===== src/rtl/swap_sequencer_pkg.sv =====
// -----------------------------------------------------------------------------
// swap_sequencer_pkg
//   Shared pipeline constants for the SWP (swap rs<->rt) instruction.
//   - OP_SWP          : opcode field value (Instruction[31:26]) of SWP
//   - SWP_SEL_*       : writeback destination select encodings, also used by
//                       the ID-stage Dest mux
//   - swp_state_e     : sequencer state encoding
// -----------------------------------------------------------------------------
package swap_sequencer_pkg;

   localparam logic [5:0] OP_SWP = 6'b100100;

   localparam logic [1:0] SWP_SEL_NORMAL = 2'd0;  // Dest from instruction
   localparam logic [1:0] SWP_SEL_SRC1   = 2'd1;  // Dest <- src1 (rs)
   localparam logic [1:0] SWP_SEL_SRC2   = 2'd2;  // Dest <- src2 (rt)

   typedef enum logic {
      IDLE  = 1'b0,
      SWP_B = 1'b1
   } swp_state_e;

endpackage : swap_sequencer_pkg


===== src/rtl/swap_sequencer.sv =====
// -----------------------------------------------------------------------------
// swap_sequencer
//   Splits the SWP instruction into two micro-ops while it sits in ID.
//   uop A writes rs with the rt value and freezes IF/ID so the same word is
//   seen again; uop B writes rt with the old rs value. Both uops read the
//   register file before either writes back, so no extra ordering is needed.
//   A saturating counter records fully issued swaps.
//
// Ports
//   clk             in   1      rising-edge clock
//   rst             in   1      synchronous, active-high reset
//   opcode          in   6      Instruction[31:26] of the word in ID
//   instr_valid     in   1      ID holds a real instruction
//   hazard_detected in   1      ID stalled this cycle by the hazard unit
//   flush           in   1      taken branch, ID contents discarded
//   freeze          out  1      hold PC and IF/ID this cycle
//   swp_sel         out  2      writeback destination select (0/1/2)
//   busy            out  1      second micro-op pending (state SWP_B)
//   swp_count       out  CNT_W  completed swaps, saturating
// -----------------------------------------------------------------------------
module swap_sequencer
   import swap_sequencer_pkg::*;
#(
   parameter logic [5:0] SWP_OPCODE = OP_SWP,
   parameter int         CNT_W      = 16
) (
   input  logic             clk,
   input  logic             rst,
   input  logic [5:0]       opcode,
   input  logic             instr_valid,
   input  logic             hazard_detected,
   input  logic             flush,
   output logic             freeze,
   output logic [1:0]       swp_sel,
   output logic             busy,
   output logic [CNT_W-1:0] swp_count
);

   localparam logic [CNT_W-1:0] CNT_ONE = {{(CNT_W-1){1'b0}}, 1'b1};
   localparam logic [CNT_W-1:0] CNT_MAX = {CNT_W{1'b1}};

   swp_state_e       state_q, state_d;
   logic [CNT_W-1:0] count_q, count_d;
   logic             is_swp;
   logic             swap_done;

   assign is_swp = instr_valid & (opcode == SWP_OPCODE);

   always_ff @(posedge clk) begin
      if (rst) begin
         state_q <= IDLE;
      end else begin
         state_q <= state_d;
      end
   end

   // Mealy next-state/output logic. flush wins over everything: a half-issued
   // swap is dropped and uop A is squashed downstream by the same flush.
   always_comb begin
      state_d   = state_q;
      freeze    = 1'b0;
      swp_sel   = SWP_SEL_NORMAL;
      busy      = (state_q == SWP_B);
      swap_done = 1'b0;

      if (flush) begin
         state_d = IDLE;
      end else begin
         unique case (state_q)
            IDLE: begin
               // With a hazard nothing issues; the stalled SWP retries later.
               if (is_swp && !hazard_detected) begin
                  freeze  = 1'b1;
                  swp_sel = SWP_SEL_SRC1;
                  state_d = SWP_B;
               end
            end
            SWP_B: begin
               // IF/ID is frozen here, so opcode/instr_valid are not consulted.
               swp_sel = SWP_SEL_SRC2;
               if (hazard_detected) begin
                  freeze = 1'b1;
               end else begin
                  swap_done = 1'b1;
                  state_d   = IDLE;
               end
            end
            default: state_d = IDLE;
         endcase
      end
   end

   always_comb begin
      count_d = count_q;
      if (swap_done && (count_q != CNT_MAX)) begin
         count_d = count_q + CNT_ONE;
      end
   end

   always_ff @(posedge clk) begin
      if (rst) begin
         count_q <= '0;
      end else begin
         count_q <= count_d;
      end
   end

   assign swp_count = count_q;

endmodule : swap_sequencer


===== config.mk =====
export PLATFORM = sky130hd
export DESIGN_NAME = swap_sequencer
export DESIGN_NICKNAME = d
export VERILOG_FILES = /design/src/rtl/swap_sequencer_pkg.sv /design/src/rtl/swap_sequencer.sv
export SDC_FILE = /design/constraint.sdc
export NUM_CORES = 1
export LEC_CHECK = 0
export CAP_MARGIN = 20
export CORE_MARGIN = 2
export CORE_UTILIZATION = 45
export CTS_CLUSTER_SIZE = 14
export DETAILED_ROUTE_END_ITERATION = 12
export PLACE_DENSITY = 0.81
export SETUP_SLACK_MARGIN = 0.2
export SYNTH_ARGS = -nofsm -noshare
export SYNTH_HDL_FRONTEND = slang
export SYNTH_SLANG_ARGS = --single-unit

===== constraint.sdc =====
create_clock -name clk -period 3.05 [get_ports clk]
set_input_delay 0.61 -clock clk [delete_from_list [all_inputs] [get_ports clk]]
set_output_delay 0.61 -clock clk [all_outputs]
set_load 0.02 [all_outputs]

==> results.sh <==
export IMPL_skew_ps=8.06
export IMPL_crit_path_end_kind="output pin"
export IMPL_tightest_slew_ps=658
export IMPL_drtPass1Iterations=4
export IMPL_p_leak_nw=0.462
export IMPL_critPathMaxFanout=2
export IMPL_grt_pass1_wl_um=3800
export IMPL_synth_seq_cells=17
export IMPL_synth_distinct_cells=33
export IMPL_dpl_cell_area_um2=1260
export IMPL_timing_hold_violations_final=0
export IMPL_numPortBuffers=30
export IMPL_gp_congestion=0.783
export IMPL_total_power_w=0.000366
export IMPL_fin_ws_ps=329
export IMPL_clk_pin_slew_worst_paths_ps=100
export IMPL_dpl_worst_slack_ps=-132
export IMPL_die_area_um2=2420
export IMPL_synth_xor_area_share_pct=0
export IMPL_io_pins=31
export IMPL_final_area_um2=1280
export IMPL_wl_um=2350
export IMPL_yosysWarnings=0
export IMPL_hpwl_um=1740
export IMPL_netlist_instances=104
export IMPL_critPathArrivalTime_ps=2110
export IMPL_place_inst=161
export IMPL_required_ps=2440
export IMPL_outcome="finished, final reports clean"
export IMPL_cts_buffers=3
export IMPL_die_height_um=49.2
export IMPL_fillerInstances=182
export IMPL_rsz0062_at_grt="no"
export IMPL_multiInputGateArea_um2=558
export IMPL_drc=0
export IMPL_synth_seq_area_share_pct=37.1
export IMPL_grt_overflow=0
export IMPL_regArea_um2=340
export IMPL_yosys_area_share_adder_pct=1.36
export IMPL_synth_top_family_by_area="simple AND/OR/NAND/NOR gates"
export IMPL_synthMuxAreaShare_pct=0
export IMPL_final_antenna_net_count=0
export IMPL_syn_area_um2=918
export IMPL_max_freq_mhz=368
export IMPL_start_util_pct=47.3
export IMPL_grt_start_max_net_pins=16
export IMPL_setup_viol=0
export IMPL_ir_drop_uv=207
export IMPL_synth_compound_area_share_pct=19.3
export IMPL_die_w_um=49.2
export IMPL_setup_tns_ps=0
export IMPL_post_drt_via_cell_ratio=5.95
export IMPL_drive_gt1_share_pct=10.9
export IMPL_cts_root_buf="clkbuf_4"
export IMPL_routedWlPerCell_um=14.2
export IMPL_insertion_delay_ps=300
export IMPL_finalNetCount=151
export IMPL_rows=16
export IMPL_area_growth_syn_to_layout_pct=39.8
export IMPL_drtIter0Drc=13
export IMPL_critPathLaunchType="input port"
export IMPL_avgSynthCellArea_um2=8.83
export IMPL_syn_num_nets=116
export IMPL_max_cap_violations=0
export IMPL_cts_buffer_depth=2
export IMPL_crit_type="input port to output pin"
export IMPL_powerDensity_nw_per_um2=285
export IMPL_antenna_found_initial=0
export IMPL_max_slew_margin_rel_pct=55.8
export IMPL_maxSlewViolCount=0
export IMPL_hold_path_class="flop to flop"
export IMPL_cts_tree="built"
export IMPL_synth_simple_area_share_pct=39.4
export IMPL_instances_no_fill=165
export IMPL_final_min_clock_period_ps=2720
export IMPL_h_tree_depth=1
export IMPL_n_antenna_cell=0
export IMPL_track_usage_pct=20.0
export IMPL_routed_via_count=981
export IMPL_cts_sinks=17
export IMPL_first_global_vias=860
export IMPL_core_area_um2=1940
export IMPL_finalCritPeriodShare_pct=89.2
## through the flow
stage                     utilization (%)  hold WS, ps
after global placement               64.7          497
after global routing                 66.1          551
final                                66.1          521
after floorplan                         -          561
after CTS                            66.3          519
after detailed placement             64.7          505
## critical path: stages
cell and delay (ps):
clkdlybuf4s50_1 410, or4_1 540, nor4_2 190, dlygate4sd2_1 370
## state kept, by name (all words and copies together) (netlist names)
name / flops
swp_count: 16
busy: 1
## synthesized netlist by cell type (all sizes together)
master  number  area share (%)
dfxtp       17              37
nor4         4             4.1
or4          9             7.4
nor2         2            0.82
or3b         1            0.95
a211oi       1            0.82
o211a        1             1.1
o21ai        4             2.2
nand2        6             2.7
nor3         5             2.7
nor2b        1            0.68
nand3        6             3.3
a31oi        1            0.68
nor3b        1             2.0
a21o         1            0.82
and4         1            0.95
or3          3             2.0
inv          6             2.5
clkbuf       1            0.41
nand3b       2             3.0
and3         2             1.4
ha           1             1.4
and2         2             1.4
a21oi       13             7.1
nand4        4             5.0
o31ai        7             5.7
nand4b       1            0.95
o41ai        1            0.95
## logic make-up (layout without fill, tap and decap cells)
logic type	Yosys count	count (layout)
flops	17	17
fa+ha+maj	1	1
buf+inv	7	41
simple gates	50	50
compound gates	29	29
## layout make-up
| class | count | share of cell area (%) |
|---|---|---|
| clock buffer | 3 | 1.75 |
| clock inverter | 1 | 0.390 |
| inverter | 6 | 1.75 |
| multi-input combinational | 80 | 43.5 |
| sequential | 17 | 26.5 |
| tap | 27 | 2.63 |
| timing repair buffer | 31 | 23.5 |
## report_power, final
group | leakage (nW) | internal [W] | total [W] | switching, W
clock | 0.0177 | 0.0000488 | 0.000123 | 0.0000742
sequential | 0.137 | 0.000222 | 0.000222 | 0.0000000295
combinational | 0.308 | 0.0000128 | 0.0000209 | 0.00000802
## metal layers
layer	track usage (%)	vias up	part of all wire, %
met2	32.4	20	48
met5	0	-	0
met3	3.68	4	3.3
li1	-	482	-
met1	26.0	475	47
met4	8.57	0	1.2
## repair_timing
item,4_1_cts,5_1_grt
gates resized for setup,3,2
hold buffers,0,0
endpoints found under the setup margin,2,1
setup buffers,0,0
## path summary, 6_finish.rpt
kind / slack (ps) / end / start / cells past startpoint
setup / recovery: 330 / swp_sel[0] / flush / 4
hold / removal: 520 / swp_count[1] / swp_count[1] / 2
setup reg to reg: 1260 / swp_count[15] / busy / 4
hold reg to reg: 520 / swp_count[1] / swp_count[1] / 2
## cells in the final DEF (no fill, tap or decap), types with 2 or more instances in the layout
master           count
clkdlybuf4s50_1     28
dfxtp_1             17
a21oi_1             13
or4_1                9
o31ai_1              7
inv_1                6
nand3_1              6
nand2_1              5
nor3_1               5
o21ai_0              4
nor4_2               3
or3_1                3
clkbuf_4             3
nand4_1              2
and3_1               2
and2_1               2
nor2_1               2
Power figures use the tool's default switching activity.
